===== config.mk =====
export PLATFORM = sky130hd
export DESIGN_NAME = mole_spawner
export DESIGN_NICKNAME = d
export VERILOG_FILES = /design/src/rtl/mole_spawner_pkg.sv /design/src/rtl/mole_timer.sv /design/src/rtl/mole_spawner.sv
export SDC_FILE = /design/constraint.sdc
export NUM_CORES = 1
export LEC_CHECK = 0
export ABC_AREA = 1
export CAP_MARGIN = 20
export CORE_ASPECT_RATIO = 1.25
export CORE_MARGIN = 2
export CORE_UTILIZATION = 60
export CTS_CLUSTER_SIZE = 25
export DETAILED_ROUTE_END_ITERATION = 6
export GPL_ROUTABILITY_DRIVEN = 0
export PLACE_DENSITY = 0.88
export SYNTH_ARGS = -nofsm -noshare
export SYNTH_HDL_FRONTEND = slang
export SYNTH_HIERARCHICAL = 1
export SYNTH_SLANG_ARGS = --single-unit

===== constraint.sdc =====
create_clock -name clk -period 4.25 [get_ports clk]
set_clock_uncertainty 0.15 [all_clocks]
set_input_delay 1.0625 -clock clk [delete_from_list [all_inputs] [get_ports clk]]
set_output_delay 1.0625 -clock clk [all_outputs]
set_load 0.02 [all_outputs]

===== src/rtl/mole_spawner_pkg.sv =====
// Shared types and constants for the mole spawner: FSM encoding, default timing
// parameters, PRNG field positions and a popcount helper.
package mole_spawner_pkg;

  typedef enum logic [1:0] {
    StIdle,
    StGap,
    StPick
  } state_e;

  localparam int unsigned GapBaseDef  = 8;
  localparam int unsigned LifeBaseDef = 16;
  localparam int unsigned RetryMaxDef = 4;

  // Bit-field positions inside the 32-bit PRNG word; each field is 4 bits wide.
  localparam int unsigned CandLsb = 0;
  localparam int unsigned LifeLsb = 16;
  localparam int unsigned GapLsb  = 24;

  function automatic logic [4:0] popcount16(input logic [15:0] v);
    logic [4:0] c;
    c = '0;
    for (int i = 0; i < 16; i++) begin
      c = c + 5'(v[i]);
    end
    return c;
  endfunction

endpackage


===== src/rtl/mole_timer.sv =====
// Per-hole lifetime counter: holds the live flag for one hole and flags the
// tick that runs its lifetime down to zero.
module mole_timer #(
  parameter int unsigned CW = 8
) (
  input  logic          clk,
  input  logic          rst,
  input  logic          load,
  input  logic [CW-1:0] load_val,
  input  logic          tick,
  input  logic          clear,
  output logic          live,
  output logic          expire
);

  logic [CW-1:0] life_q, life_d;
  logic          live_q, live_d;

  assign expire = live_q & tick & (life_q == CW'(1));
  assign live   = live_q;

  always_comb begin
    life_d = life_q;
    live_d = live_q;
    if (clear) begin
      life_d = '0;
      live_d = 1'b0;
    end else if (load) begin
      life_d = load_val;
      live_d = 1'b1;
    end else if (live_q && tick && life_q != '0) begin
      life_d = life_q - CW'(1);
      if (life_q == CW'(1)) begin
        live_d = 1'b0;
      end
    end
  end

  always_ff @(posedge clk or posedge rst) begin
    if (rst) begin
      life_q <= '0;
      live_q <= 1'b0;
    end else begin
      life_q <= life_d;
      live_q <= live_d;
    end
  end

endmodule


===== src/rtl/mole_spawner.sv =====
// Turns the PRNG stream into mole spawns, tracks live moles per hole and reports
// registered hit / whiff / escape / spawn-skip events.
module mole_spawner
  import mole_spawner_pkg::*;
#(
  parameter int unsigned N_HOLES   = 9,
  parameter int unsigned MAX_MOLES = 3,
  parameter int unsigned GAP_BASE  = GapBaseDef,
  parameter int unsigned LIFE_BASE = LifeBaseDef,
  parameter int unsigned RETRY_MAX = RetryMaxDef,
  parameter int unsigned CW        = 8
) (
  input  logic               clk,
  input  logic               rst,
  input  logic [31:0]        random,
  input  logic               tick,
  input  logic               game_en,
  input  logic [N_HOLES-1:0] hit,
  output logic [N_HOLES-1:0] mole,
  output logic               hit_pulse,
  output logic [3:0]         hit_cnt,
  output logic               whiff,
  output logic               escape,
  output logic               spawn_skip
);

  state_e        state_q, state_d;
  logic [CW-1:0] gap_q, gap_d;
  logic [7:0]    retry_q, retry_d;

  logic [N_HOLES-1:0] load, clear, expire, hit_live;
  logic [15:0]        mole_pad, hit_pad;
  logic [3:0]         cand;
  logic               cand_ok, accept;
  logic [CW-1:0]      gap_reload, life_val;

  logic       hit_pulse_q, whiff_q, escape_q, spawn_skip_q, spawn_skip_d;
  logic [3:0] hit_cnt_q;
  logic       unused_random;

  assign cand          = random[CandLsb +: 4];
  assign gap_reload    = CW'(GAP_BASE) + CW'(random[GapLsb +: 4]);
  assign life_val      = CW'(LIFE_BASE) + CW'(random[LifeLsb +: 4]);
  assign unused_random = ^{random[31:28], random[23:20], random[15:4]};

  assign hit_live = hit & mole;

  always_comb begin
    mole_pad = '0;
    mole_pad[N_HOLES-1:0] = mole;
    hit_pad = '0;
    hit_pad[N_HOLES-1:0] = hit_live;
  end

  // Only holes empty in the current cycle are eligible, even if a hit clears one now.
  assign cand_ok = (32'(cand) < N_HOLES) && !mole_pad[cand];
  assign accept  = game_en && (state_q == StPick) && cand_ok;

  for (genvar i = 0; i < N_HOLES; i++) begin : g_hole
    assign load[i]  = accept && (cand == 4'(i));
    assign clear[i] = ~game_en | hit_live[i];

    mole_timer #(
      .CW(CW)
    ) u_timer (
      .clk     (clk),
      .rst     (rst),
      .load    (load[i]),
      .load_val(life_val),
      .tick    (tick),
      .clear   (clear[i]),
      .live    (mole[i]),
      .expire  (expire[i])
    );
  end

  always_comb begin
    state_d      = state_q;
    gap_d        = gap_q;
    retry_d      = retry_q;
    spawn_skip_d = 1'b0;
    if (!game_en) begin
      state_d = StIdle;
      gap_d   = '0;
      retry_d = '0;
    end else begin
      unique case (state_q)
        StIdle: begin
          state_d = StGap;
          gap_d   = gap_reload;
        end
        StGap: begin
          if (tick) begin
            if (gap_q <= CW'(1)) begin
              if (32'(popcount16(mole_pad)) < MAX_MOLES) begin
                state_d = StPick;
                gap_d   = '0;
              end else begin
                gap_d = gap_reload;
              end
            end else begin
              gap_d = gap_q - CW'(1);
            end
          end
        end
        StPick: begin
          if (cand_ok) begin
            state_d = StGap;
            gap_d   = gap_reload;
            retry_d = '0;
          end else if (retry_q == 8'(RETRY_MAX - 1)) begin
            spawn_skip_d = 1'b1;
            state_d      = StGap;
            gap_d        = gap_reload;
            retry_d      = '0;
          end else begin
            retry_d = retry_q + 8'd1;
          end
        end
        default: state_d = StIdle;
      endcase
    end
  end

  always_ff @(posedge clk or posedge rst) begin
    if (rst) begin
      state_q      <= StIdle;
      gap_q        <= '0;
      retry_q      <= '0;
      hit_pulse_q  <= 1'b0;
      hit_cnt_q    <= '0;
      whiff_q      <= 1'b0;
      escape_q     <= 1'b0;
      spawn_skip_q <= 1'b0;
    end else begin
      state_q      <= state_d;
      gap_q        <= gap_d;
      retry_q      <= retry_d;
      hit_pulse_q  <= game_en & (|hit_live);
      hit_cnt_q    <= game_en ? 4'(popcount16(hit_pad)) : 4'd0;
      whiff_q      <= game_en & (|(hit & ~mole));
      // A hole hit in its expiry cycle scores as a hit, not an escape.
      escape_q     <= game_en & (|(expire & ~hit_live));
      spawn_skip_q <= spawn_skip_d;
    end
  end

  assign hit_pulse  = hit_pulse_q;
  assign hit_cnt    = hit_cnt_q;
  assign whiff      = whiff_q;
  assign escape     = escape_q;
  assign spawn_skip = spawn_skip_q;

endmodule


* Word level (Yosys, flattened, before mapping)
Index checks and enable logic that the tools add are counted.
** Storage, ports and cells
- Flip-flop bits (word level) :: 107
- Output and inout bits :: 17
** Operators by class
- Add/sub/neg operators :: 29
- Magnitude comparators :: 4
- Eq/ne operators :: 26
- Mux-type cells :: 88
- Bitwise gates (word level) :: 36
- Reduce and logical (&&, ||, !) cells :: 74
** Operator list (count)
- 8-bit two-way mux :: 36
- 8-bit by 1-bit subtractor with 8-bit output (second input constant) :: 10
- 8-bit by 1-bit equality test with 1-bit output (second input constant) :: 9
- 8-bit nonzero test :: 9
- 3-bit nonzero test :: 18
- 1-bit two-way mux :: 41
- 1-bit logical AND :: 30
- 9-bit bitwise AND :: 3
- 9-bit OR reduction :: 3
- 8-bit one-hot mux with 3 select lines :: 1
- 1-bit bitwise AND :: 21
- 4-bit by 1-bit adder with 4-bit output :: 5
- 5-bit by 1-bit adder with 5-bit output :: 4
- 9-bit inverter :: 2
- 2-bit AND reduction :: 9
- 4-bit by 3-bit equality test with 1-bit output (second input constant) :: 4
- 2-bit two-way mux :: 6
- 3-bit != test (second input constant) :: 3
- 1-bit bitwise OR :: 9
- 3-bit by 1-bit adder with 4-bit output :: 2
- 8-bit by 1-bit adder with 8-bit output (second input constant) :: 1
- 4-bit by 2-bit equality test with 1-bit output (second input constant) :: 2
- 8-bit by 2-bit equality test with 1-bit output (second input constant) :: 1
- 8-bit by 1-bit less-or-equal comparator with 1-bit output (second input constant) :: 1
- 25 further kinds :: 27

* Logic depth before layout (Yosys ltp)
- Depth after elaboration :: 14
- Gate-level depth with buffers :: 17
- Gate-level depth less buffers :: 17

* Modules after synthesis
The synthesis kept the hierarchy.
** By module, submodules not included
- mole_timer :: times used 9, cells each 98, area an instance 666.9 um2
- mole_spawner :: times used 1, cells each 306, area an instance 2180.8 um2

* Least setup slack after synthesis
No wires, ideal clock.
- Kind :: input -> register
- From :: input hit[0]
- To :: register hit_cnt_q[2], in the netlist hit_cnt[2]
- Library setup time :: 123 ps
- Arrival time :: 3844 ps
- Slack :: 132 ps
- Stages :: 10
- Cell sequence :: nand2_1 -> inv_1 -> fa_1 -> inv_1 -> fa_1 -> fa_1 -> fa_1 -> fa_1 -> o21ai_0 -> a21oi_1
** Between the ends
- Word-level cells in the longest chain between the ends :: 10
** RTL lines
- start: declaration :: RTL line mole_spawner.sv:18 : input logic [N_HOLES-1:0] hit,
- 9-bit bitwise AND :: RTL line mole_spawner.sv:46 : assign hit_live = hit & mole;
- 1-bit by 1-bit adder with 2-bit output :: RTL line mole_spawner_pkg.sv:24 : c = c + 5'(v[i]);
- 2-bit by 1-bit adder with 3-bit output :: RTL line mole_spawner_pkg.sv:24
- 3-bit by 1-bit adder with 4-bit output :: RTL line mole_spawner_pkg.sv:24
- 4-bit by 1-bit adder with 4-bit output (5 in a row) :: RTL line mole_spawner_pkg.sv:24
- 4-bit two-way mux :: RTL line mole_spawner.sv:140 : hit_cnt_q <= game_en ? 4'(popcount16(hit_pad)) : 4'd0;
- end signal: assignment :: RTL line mole_spawner.sv:140
- end: declaration :: RTL line mole_spawner.sv:38 : logic [3:0] hit_cnt_q;
Every way passes these cells.
A chain may end at the register's enable or synchronous reset.

* Final worst setup path
Ends and elaborated chain as after synthesis.

==> metrics.md <==
| Metric | Value |
|---|---|
| Status | `finished clean` |
| Pwr dens | `420 mW/mm^2` |
| Maximum VDD drop | `261 uV` |
| Initial drt markers | `733` |
| Critical Path Fanout Max | `2` |
| CP Buf/Inv Count | `3` |
| Final #Nets | `1351` |
| Die Area | `0.0146 mm^2` |
| Global-route wire length before repair | `33900 um` |
| Clock buffer count from CTS | `9` |
| CTS tree | `done` |
| Resize count post-CTS | `0` |
| DRT Pass-1 Iters | `5` |
| Gate Count Post-Synth | `1188` |
| Rel. slew slack | `0.515` |
| CP Class | `input port to flop` |
| Diode count | `0` |
| Final setup viols | `0` |
| Post-CTS Setup Inserts | `0` |
| Final min period | `4.16 ns` |
| Via-to-Cell Ratio | `5.37` |
| Largest net degree at the start of global routing | `27` |
| Die height | `135 um` |
| Syn Area/Cell | `6.89 um^2` |
| Slowest stage delay, CP | `0.55 ns` |
| Antenna violations before repair | `0` |
| Crit-path slowest cell | `fa_1` |
| H-tree level count | `3` |
| CP top delay family | `adder cells` |
| Endpoint class of the critical path | `flop` |
| Mapped Area | `0.00818 mm^2` |
| Total track usage | `0.290` |
| Fraction of layout cells with a size suffix above 1 | `0.104` |
| Clock Latency Late Sink | `0.37 ns` |
| Cts hold-fix bufs | `0` |
| RSZ-0062 raised after global routing | `no` |
| Gr ovfl total | `0` |
| DRC Markers | `0` |
| Vias post-DR | `7760` |
| Number of global-route vias before repair | `7597` |
| Clock Pin Slew Worst Setup and Hold Paths | `0.07 ns` |
| Period utilization | `0.980` |
| Lkg Pwr | `4.75 nW` |
| Detailed placer's ending HPWL | `14700 um` |
| Max Clk Rate | `240 MHz` |
| CP Launch Type | `input port` |
| Top FF cell, synth | `dfrtp_1` |
| Root Driver | `clkbuf_16` |
| Final hold violations | `0` |
| CTS sink cnt | `107` |
| Number of synthesized register bits | `107` |
| Commonest cells after routing, fill and taps aside | `nand2_1 (398), inv_1 (196), dfrtp_1 (107)` |
| Max-cap viol count | `0` |
| IO Pins | `62` |
| Total power | `3.86 mW` |
| IO Port Bufs | `41` |
| Fin. max-slew vios | `0` |
| Most common cell after layout, fill and taps aside | `nand2_1` |
| Async SR Flop Fraction | `1.00` |
| Most frequent CP cell | `fa_1` |
| Antenna-violating nets left | `0` |
| Clock Tree Buf Depth | `2` |
| Slew @ Worst Pin | `0.725 ns` |
| CP Cell Sequence | `clkdlybuf4s50_1 -> nand2_1 -> inv_1 -> fa_1 -> inv_1 -> fa_1 -> fa_1 -> fa_2 -> fa_1 -> o21ai_0 -> a21oi_1` |
| WL/cell | `13.7 um` |
| Starting Density | `0.616` |
| Hold WC Path Type | `flop to flop` |
| Routed WL | `19800 um` |
| Worst path required time | `4.35 ns` |
| Fin Setup TNS | `0 ns` |
| Sequential area share after synthesis | `0.327` |
| Layout area overhead | `12.2%` |
| Warnings, synthesis | `6` |
| EDFF count, synth | `0` |
| Die width | `108 um` |
| CP arrival | `4.27 ns` |
| Core area | `0.0133 mm^2` |
| Library cells used by synthesis | `32` |
| Std cell rows | `47` |
sequential cells by signal (all words and copies together) (netlist names):
signal / cells
escape: 1
g_hole.u_timer/live: 9
spawn_skip: 1
whiff: 1
g_hole.u_timer/life_q: 72
retry_q: 8
hit_pulse: 1
hit_cnt: 4
gap_q: 8
state_q: 2
final timing paths:
kind                                              from                           to  slack, ns  cells after the start
hold / removal             g_hole[1].u_timer/life_q[6]  g_hole[1].u_timer/life_q[6]       0.36                      2
hold reg to reg            g_hole[1].u_timer/life_q[6]  g_hole[1].u_timer/life_q[6]       0.36                      2
setup reg to reg                g_hole[0].u_timer/live                     gap_q[2]       0.34                     15
min in group asynchronous                          rst  g_hole[3].u_timer/life_q[7]       1.31                      2
max in group asynchronous                          rst  g_hole[5].u_timer/life_q[6]       2.32                      2
setup / recovery                                hit[0]                   hit_cnt[2]       0.09                     11
worst reg2reg max path: cells and delay by family, from the launching register on:
family / cells / cell delay [ns]
adders and majority gates: 5 / 2.29
and+or+nand+nor: 8 / 0.66
buffers and inverters: 1 / 0.12
DFF: 1 / 0.47
AOI/OAI and AO/OA: 1 / 0.14
routing by layer:
layer  routed length (um)  track usage
met4                  752        0.146
met5                    0            0
met1                 8310        0.355
met2                 9520        0.486
met3                 1250       0.0555
final cells by class:
type	count	area, um^2
Tap cell	171	214
Inverter	199	749
Sequential cell	107	2680
Clock buffer	10	229
Multi-Input combinational cell	903	4750
Fill cell	1122	4110
Clock inverter	6	87.6
Timing Repair Buffer	50	480
through the flow:
stage          hold WS (ns)  setup WS, ns  cells  instance area, um^2  utilization
6_report              0.360        0.0860   1446                 9190        0.691
3_3_place_gp          0.336        -0.388   1430                 8860        0.667
4_1_cts               0.361       0.00423   1446                 9180        0.691
2_1_floorplan         0.312         0.132   1222                 8310            -
5_1_grt               0.383       0.00774   1446                 9190        0.691
3_5_place_dp          0.347        -0.389   1430                 8860        0.667
kinds of logic after synthesis:
| kind of cell | after synthesis | share of synthesized area |
|---|---|---|
| adders and majority gates | 36 | 0.0642 |
| DFF | 107 | 0.327 |
| and+or+nand+nor | 643 | 0.345 |
| AOI/OAI and AO/OA | 171 | 0.136 |
| buffers and inverters | 212 | 0.109 |
| xor gates and xnor gates | 17 | 0.0182 |
| other | 2 | 0.000918 |
synthesized netlist by cell type, drive strengths merged, types with 4 or more instances:
cell type	n	area [um^2]
nand2	427	1680
inv	199	749
o21ai	152	993
nor2	125	639
dfrtp	107	2680
nand3	51	273
ha	26	325
nand4	23	144
nor3	16	80.1
buf	12	135
xnor2	12	105
fa	10	200
a21oi	9	45.0
xor2	5	43.8
o22ai	4	25.0
where the power goes:
part | switching (mW) | internal, mW | total [mW]
clock network | 0.391 | 0.518 | 0.909
logic | 1.01 | 0.534 | 1.54
registers | 0.189 | 1.22 | 1.41
total | 1.59 | 2.27 | 3.86
Power figures use the tool's default switching activity.
